`config.mk`:
```
export PLATFORM = sky130hd
export DESIGN_NAME = bbox_scan
export DESIGN_NICKNAME = d
export VERILOG_FILES = /design/src/rtl/bbox_scan.sv
export SDC_FILE = /design/constraint.sdc
export NUM_CORES = 1
export LEC_CHECK = 0
export ABC_AREA = 1
export BUFFER_PORTS_ARGS = -buffer_cell sky130_fd_sc_hd__buf_2
export CORE_MARGIN = 2
export CORE_UTILIZATION = 30
export DETAILED_ROUTE_END_ITERATION = 10
export PLACE_DENSITY = 0.56
export SETUP_SLACK_MARGIN = 0.5
export SLEW_MARGIN = 25
export SYNTH_ARGS = -nofsm -noshare
export SYNTH_HDL_FRONTEND = slang
export SYNTH_SLANG_ARGS = --single-unit
```
`constraint.sdc`:
```
create_clock -name CLOCK_50 -period 3.03 [get_ports CLOCK_50]
set_clock_uncertainty 0.2 [all_clocks]
set_input_delay 0.1515 -clock CLOCK_50 [delete_from_list [all_inputs] [get_ports CLOCK_50]]
set_output_delay 0.1515 -clock CLOCK_50 [all_outputs]
set_load 0.02 [all_outputs]
```
`src/rtl/bbox_scan.sv`:
```
// Bounding-box scanner: one pixel per clock, finds extents of dark pixels.
// Optional BBOX_MARGIN_EN pads the reported box by MARGIN, clamped to the image.
module bbox_scan #(
    parameter int          WIDTH     = 256,
    parameter int          HEIGHT    = 256,
    parameter logic [7:0]  THRESHOLD = 8'd128,
    parameter int          MARGIN    = 2,
    localparam int         XW        = $clog2(WIDTH),
    localparam int         YW        = $clog2(HEIGHT),
    localparam int         AW        = $clog2(WIDTH * HEIGHT)
) (
    input  logic          CLOCK_50,
    input  logic [3:0]    KEY,
    input  logic          start,
    output logic [AW-1:0] rd_addr,
    input  logic [7:0]    rd_data,
    output logic [XW-1:0] x_min,
    output logic [XW-1:0] x_max,
    output logic [YW-1:0] y_min,
    output logic [YW-1:0] y_max,
    output logic          found,
    output logic          done
);

    typedef enum logic [2:0] {
        S_IDLE, S_SCAN, S_DRAIN, S_FINISH, S_DONE
    } state_t;

    localparam logic [XW-1:0] XLAST = XW'(WIDTH - 1);
    localparam logic [YW-1:0] YLAST = YW'(HEIGHT - 1);

    logic clk, rst_n;
    logic unused_key;
    assign clk        = CLOCK_50;
    assign rst_n      = KEY[3];
    assign unused_key = ^KEY[2:0];

    state_t state, state_nx;

    logic [XW-1:0] x_cnt, tag_x, rx_min, rx_max, fx_min, fx_max;
    logic [YW-1:0] y_cnt, tag_y, ry_min, ry_max, fy_min, fy_max;
    logic          tag_v, found_r, scan_go, last_pix, hit;

    assign scan_go  = start && (state == S_IDLE || state == S_DONE);
    assign last_pix = (state == S_SCAN) && x_cnt == XLAST
                      && y_cnt == YLAST;
    assign hit      = tag_v && (rd_data < THRESHOLD)
                      && (state == S_SCAN || state == S_DRAIN);

    always_ff @(posedge clk or negedge rst_n) begin
        if (!rst_n) state <= S_IDLE;
        else        state <= state_nx;
    end

    always_comb begin
        state_nx = state;
        unique case (state)
            S_IDLE:   if (start)    state_nx = S_SCAN;
            S_SCAN:   if (last_pix) state_nx = S_DRAIN;
            S_DRAIN:                state_nx = S_FINISH;
            S_FINISH:               state_nx = S_DONE;
            S_DONE:   if (start)    state_nx = S_SCAN;
            default:                state_nx = S_IDLE;
        endcase
    end

    always_comb begin
        done    = (state == S_DONE);
        rd_addr = AW'(y_cnt) * AW'(WIDTH) + AW'(x_cnt);
    end

    // Scan counters and the 1-deep tag pipe matching read latency
    always_ff @(posedge clk or negedge rst_n) begin
        if (!rst_n) begin
            x_cnt <= '0;
            y_cnt <= '0;
            tag_v <= 1'b0;
            tag_x <= '0;
            tag_y <= '0;
        end else begin
            tag_v <= (state == S_SCAN);
            tag_x <= x_cnt;
            tag_y <= y_cnt;
            if (scan_go || last_pix) begin
                x_cnt <= '0;
                y_cnt <= '0;
            end else if (state == S_SCAN) begin
                if (x_cnt == XLAST) begin
                    x_cnt <= '0;
                    y_cnt <= y_cnt + 1'b1;
                end else begin
                    x_cnt <= x_cnt + 1'b1;
                end
            end
        end
    end

    always_ff @(posedge clk or negedge rst_n) begin
        if (!rst_n) begin
            rx_min  <= '1;
            rx_max  <= '0;
            ry_min  <= '1;
            ry_max  <= '0;
            found_r <= 1'b0;
        end else if (scan_go) begin
            rx_min  <= '1;
            rx_max  <= '0;
            ry_min  <= '1;
            ry_max  <= '0;
            found_r <= 1'b0;
        end else if (hit) begin
            if (tag_x < rx_min) rx_min <= tag_x;
            if (tag_x > rx_max) rx_max <= tag_x;
            if (tag_y < ry_min) ry_min <= tag_y;
            if (tag_y > ry_max) ry_max <= tag_y;
            found_r <= 1'b1;
        end
    end

`ifdef BBOX_MARGIN_EN
    // Widened int arithmetic so the padding clamps instead of wrapping
    always_comb begin
        fx_min = (int'(rx_min) >= MARGIN) ? XW'(int'(rx_min) - MARGIN) : '0;
        fy_min = (int'(ry_min) >= MARGIN) ? YW'(int'(ry_min) - MARGIN) : '0;
        fx_max = (int'(rx_max) + MARGIN > WIDTH - 1) ? XLAST
                 : XW'(int'(rx_max) + MARGIN);
        fy_max = (int'(ry_max) + MARGIN > HEIGHT - 1) ? YLAST
                 : YW'(int'(ry_max) + MARGIN);
    end
`else
    logic unused_margin;
    assign unused_margin = (MARGIN != 0);
    always_comb begin
        fx_min = rx_min;
        fx_max = rx_max;
        fy_min = ry_min;
        fy_max = ry_max;
    end
`endif

    always_ff @(posedge clk or negedge rst_n) begin
        if (!rst_n) begin
            x_min <= '0;
            x_max <= '0;
            y_min <= '0;
            y_max <= '0;
            found <= 1'b0;
        end else if (state == S_FINISH) begin
            found <= found_r;
            x_min <= found_r ? fx_min : '0;
            x_max <= found_r ? fx_max : '0;
            y_min <= found_r ? fy_min : '0;
            y_max <= found_r ? fy_max : '0;
        end
    end

endmodule

```
## Word level (Yosys, flattened, before mapping)

Index checks and enable logic that the tools add are counted.

- Muxes and demuxes: 27
- Equal/unequal tests: 8
- $add $sub $neg: 3
- Order comparisons: 5
- Reductions and logical operators: 23

Operator list:

| cell | count |
|---|---|
| 8-bit 2-to-1 mux | 22 |
| 16-bit by 8-bit adder with 16-bit output | 1 |
| 8-bit by 1-bit adder with 8-bit output (second input constant) | 2 |
| 8-bit equality test (second input constant) | 2 |
| 8-bit greater-than comparator | 2 |
| 8-bit less-than comparator | 2 |
| 2-bit nonzero test | 7 |
| 3-bit case mux with 4 select lines | 1 |
| 2-bit AND reduction | 6 |
| 8-bit less-than comparator (second input constant) | 1 |
| 3-bit by 2-bit equality test with 1-bit output (second input constant) | 2 |
| 3-bit 2-to-1 mux | 2 |
| 1-bit logical AND | 5 |
| 3-bit by 1-bit equality test with 1-bit output (second input constant) | 1 |
| 3-bit equality test (second input constant) | 1 |
| 3-bit zero test | 1 |
| 1-bit logical OR | 3 |
| 1-bit 2-to-1 mux | 2 |
| 2-bit by 1-bit != test with 1-bit output (second input constant) | 1 |
| 2-bit != test (second input constant) | 1 |
| 2-bit OR reduction | 1 |

- Register bits: 102
- Logic and storage cells: 82
- Input bits: 14

## Logic depth before layout (Yosys ltp)

- Depth after elaboration: 6
- Mapped depth: 12
- Mapped depth without buffers: 12

## Worst setup path before layout

OpenSTA, ideal clock, no wires.

- Path kind: reg2reg
- From: register x_cnt[0]
- To: register x_cnt[4]
- Setup time: 0.120 ns
- Period minus slack after synthesis: 1.873 ns
- Setup slack: 1.157 ns
- Required time: 2.710 ns
- Cell stages (with the launch flop): 9
- Arrival time: 1.554 ns
- Cell sequence: dfrtp_1 -> ha_1 -> nand3_2 -> nor2_4 -> nand2_4 -> o21ai_4 -> inv_2 -> buf_6 -> and3_1

- Word-level cells in the longest chain between the ends: 5
- Elaborated cells on any way between the ends: 9

RTL lines:

| element | RTL line | source |
|---|---|---|
| from (decl) | 40 | `logic [XW-1:0] x_cnt, tag_x, rx_min, rx_max, fx_min, fx_max;` |
| from (signal assigned) | 92 | `x_cnt <= x_cnt + 1'b1;` |
| parallel branches: the longest is 5 deep, another holds 8-bit by 1-bit adder with 8-bit output | - |  |

Several ways; the timed one is not identified. The select of a mux whose other input is x is not followed.
A chain may end at the register's enable or synchronous reset.

## Worst setup path in the final report

- From: register tag_x[7]
- To: register rx_max[6], in the netlist fx_max[6]

- Word-level cells in the longest chain between the ends: 3

RTL lines:

| element | RTL line | source |
|---|---|---|
| from (decl) | 40 |  |
| from (signal assigned) | 82 | `tag_x <= x_cnt;` |
| 8-bit greater-than comparator | 113 | `if (tag_x > rx_max) rx_max <= tag_x;` |
| 2-bit nonzero test (no source line) | - |  |
| 2-bit AND reduction (no source line) | - |  |
| to (signal assigned) | 113 |  |
| to (decl) | 40 |  |

Every way passes these cells.

==> results.md <==
* Status: finished, final reports clean
* Routing usage on met2 at 20.53%
* Maximum vdd drop at 0.0003459 V
* Rows at 47
* CP Launch Type: flop
* Most common cell after layout, fill and taps aside: nand2_1
* CTS tree: built
* Clock slew at the register clock pins of the worst setup and hold paths at around 0.070 ns
* Die ar. at around 18000 um2
* Worst-path fanout max at 9
* CTS buffer count at 9
* Antenna violations before repair at 0
* Fraction of layout cells with a size suffix above 1 at 20.06%
* Clock Path Buffers at 2
* Most frequent cells in the layout: nand2_1 (174), dfrtp_1 (86), nand3_1 (68)
* Unrepaired setup endpoints after global routing: false
* Vias in the first global route at about 3800
* Slew @ Worst Pin at about 0.90 ns
* Crit Path Class: reg2reg
* PD cells at 936.9 nW/um2
* Boundary Pins at between 60 and 70
* Yosys warning count at 0
* Pleak at 3.150 nW
* Syn-to-layout area delta at 16.72%
* Worst hold slack at 0.02102 ns
* Placed insts at between 800 and 900
* H-tree levels at 3
* Pre-antenna DRT Iters at 5
* Pins Over Slew Limit at 0
* Routed WL per cell at between 10 and 15 um
* Critical Path RT at 3.06 ns
* Nets at around 670
* Design Area, Final at 5862 um2
* Synth cell types at 35
* Initial DRC count at 178
* Max-cap violations at 0
* WL final at approximately 11000 um
* Setup TNS at 0 ns
* GRT Util Overall at about an eighth
* FF+latch count, synth at 102
* Vias after detailed routing at 3849
* CP Capture Type: flop
* First-pass GRT wire length at 18380 um
* Post-route non-filler standard cell count at 854
* Initial Util at 30.50%
* Chip Width at 133.4 um
* Hold Fails Final Rpt at 0
* Most Used Layer, Global Route: met2
* Placed inst area at 5539 um2
* Root buf cell: clkbuf_16
* Final Setup Violations at 0
* Met1 Track Usage GR at 16.77%
* Final Cycle Share at between 60% and 70%
* Residual DRC at 0
* Mapped Nets at 618
* Overflow after GRT at 0
* Fillers at 1709
* Gates resized, CTS repair at 0
* Core area at about 16000 um2
* WP data arrival at 2.08 ns
* Worst-Skew Late Latency at 0.34 ns
* Grt met3 use at 3.653%
* IO buf count at 53
* Mapped Cells at 572
* Fmax at 0.4884 GHz
* Die Y-Extent at about 130 um
* Largest net degree at the start of global routing at between 40 and 50
* GPL Wtd Cong at between 0.8 and 0.9
* Mapped cell area at approximately 5000 um2
* Antenna viol nets, final at 0
* Vias per inst at between 4 and 5
* DP HPWL at 8112 um
* Worst hold path class: in2reg
* Tmin final at 2.048 ns
* Synth Area per Inst at just under 9 um2
* Seq/Total Area, Yosys at 51.22%
* Clk sinks at 102
* Slew margin rel. at 39.80%
==> critical path, cell delays in order, from the launching register on <==
cell     delay [ns]
dfrtp_1        0.44
ha_1           0.32
nand2_1        0.06
nor2_1         0.22
nand2_1        0.10
nand2_1        0.28
nand2_4        0.14
nand3_1        0.10
nand2_1        0.07
==> cell families after synthesis <==
| logic type | Yosys count | synth area share (%) |
|---|---|---|
| buffers and inverters | 78 | 6.078 |
| DFF | 102 | 51.22 |
| xor gates and xnor gates | 7 | 1.221 |
| adders and majority gates | 32 | 7.972 |
| AOI/OAI and AO/OA | 51 | 5.879 |
| and+or+nand+nor | 302 | 27.63 |
==> stage by stage <==
stage	total power (W)	worst slack, ns	util [%]
global placement	0.004301	1.019	33.64
finish	0.005492	0.9824	35.60
floorplan	0.003732	1.157	-
CTS	0.005562	0.9251	35.59
global route	0.005949	0.7144	35.59
detailed placement	0.004385	0.9358	33.64
==> cells in the mapped netlist <==
cell | instances | area share, %
a21oi_4 | 2 | 0.65
clkbuf_1 | 7 | 0.52
a21oi_1 | 11 | 1.1
or2_2 | 14 | 1.7
nor2_2 | 2 | 0.25
or4_1 | 1 | 0.15
xor2_1 | 6 | 1.0
nand3b_1 | 5 | 0.75
buf_1 | 1 | 0.075
nand3_2 | 2 | 0.40
nand3_1 | 68 | 6.8
nand2_2 | 4 | 0.50
or2_0 | 1 | 0.12
nand4_1 | 1 | 0.12
nor2_1 | 19 | 1.4
nor3_4 | 1 | 0.32
ha_1 | 32 | 8.0
nor2_4 | 2 | 0.45
inv_1 | 61 | 4.6
o21ai_0 | 17 | 1.7
o21ai_4 | 1 | 0.32
buf_2 | 3 | 0.30
clkbuf_2 | 1 | 0.10
xnor2_1 | 1 | 0.17
dfrtp_1 | 86 | 43
nand2_1 | 174 | 13
nand2_4 | 6 | 1.3
inv_2 | 4 | 0.30
and3_2 | 1 | 0.15
buf_6 | 1 | 0.22
a31oi_1 | 1 | 0.12
o21ai_1 | 17 | 1.7
o21a_1 | 2 | 0.30
dfstp_2 | 16 | 8.4
and3_1 | 1 | 0.12
==> repair_timing <==
action | CTS | global route
hold buffers | 2 | 0
hold endpoints to repair | 42 | 0
buffers inserted | 0 | 0
==> final timing paths <==
| check | depth (start not counted) | slack [ns] | from | endpoint |
|---|---|---|---|---|
| setup / recovery | 8 | 0.98 | tag_x[7] | fx_max[6] |
| hold reg to reg | 0 | 0.26 | x_cnt[3] | tag_x[3] |
| setup reg to reg | 8 | 0.98 | tag_x[7] | fx_max[6] |
| hold / removal | 4 | 0.02 | rd_data[7] | found_r |
| min in group asynchronous | 2 | 0.12 | KEY[3] | x_max[3] |
| max in group asynchronous | 3 | 1.76 | KEY[3] | fy_min[2] |
==> per-layer routing <==
metal	up-vias	wire length, um
met5	-	0
met4	0	161
met3	11	599
met2	61	4853
met1	1833	5191
li1	1944	-
==> where the power goes <==
| part | switching [W] | internal (W) | total [W] |
|---|---|---|---|
| combinational | 0.00149 | 0.000728 | 0.00222 |
| clock | 0.000497 | 0.000660 | 0.00116 |
| sequential | 0.000321 | 0.00179 | 0.00211 |
==> final cells by class <==
class | instances | area, um2 | area share [%]
Antenna cell | 1 | 2.502 | 0.04269
Multi-Input combinational cell | 392 | 2145 | 36.58
Tap cell | 220 | 275.3 | 4.696
Clock buffer | 10 | 239.0 | 4.077
Timing Repair Buffer | 58 | 322.8 | 5.507
Inverter | 65 | 244.0 | 4.162
Clock inverter | 6 | 61.31 | 1.046
Sequential cell | 102 | 2572 | 43.88
(Power assumes the default switching activity.)
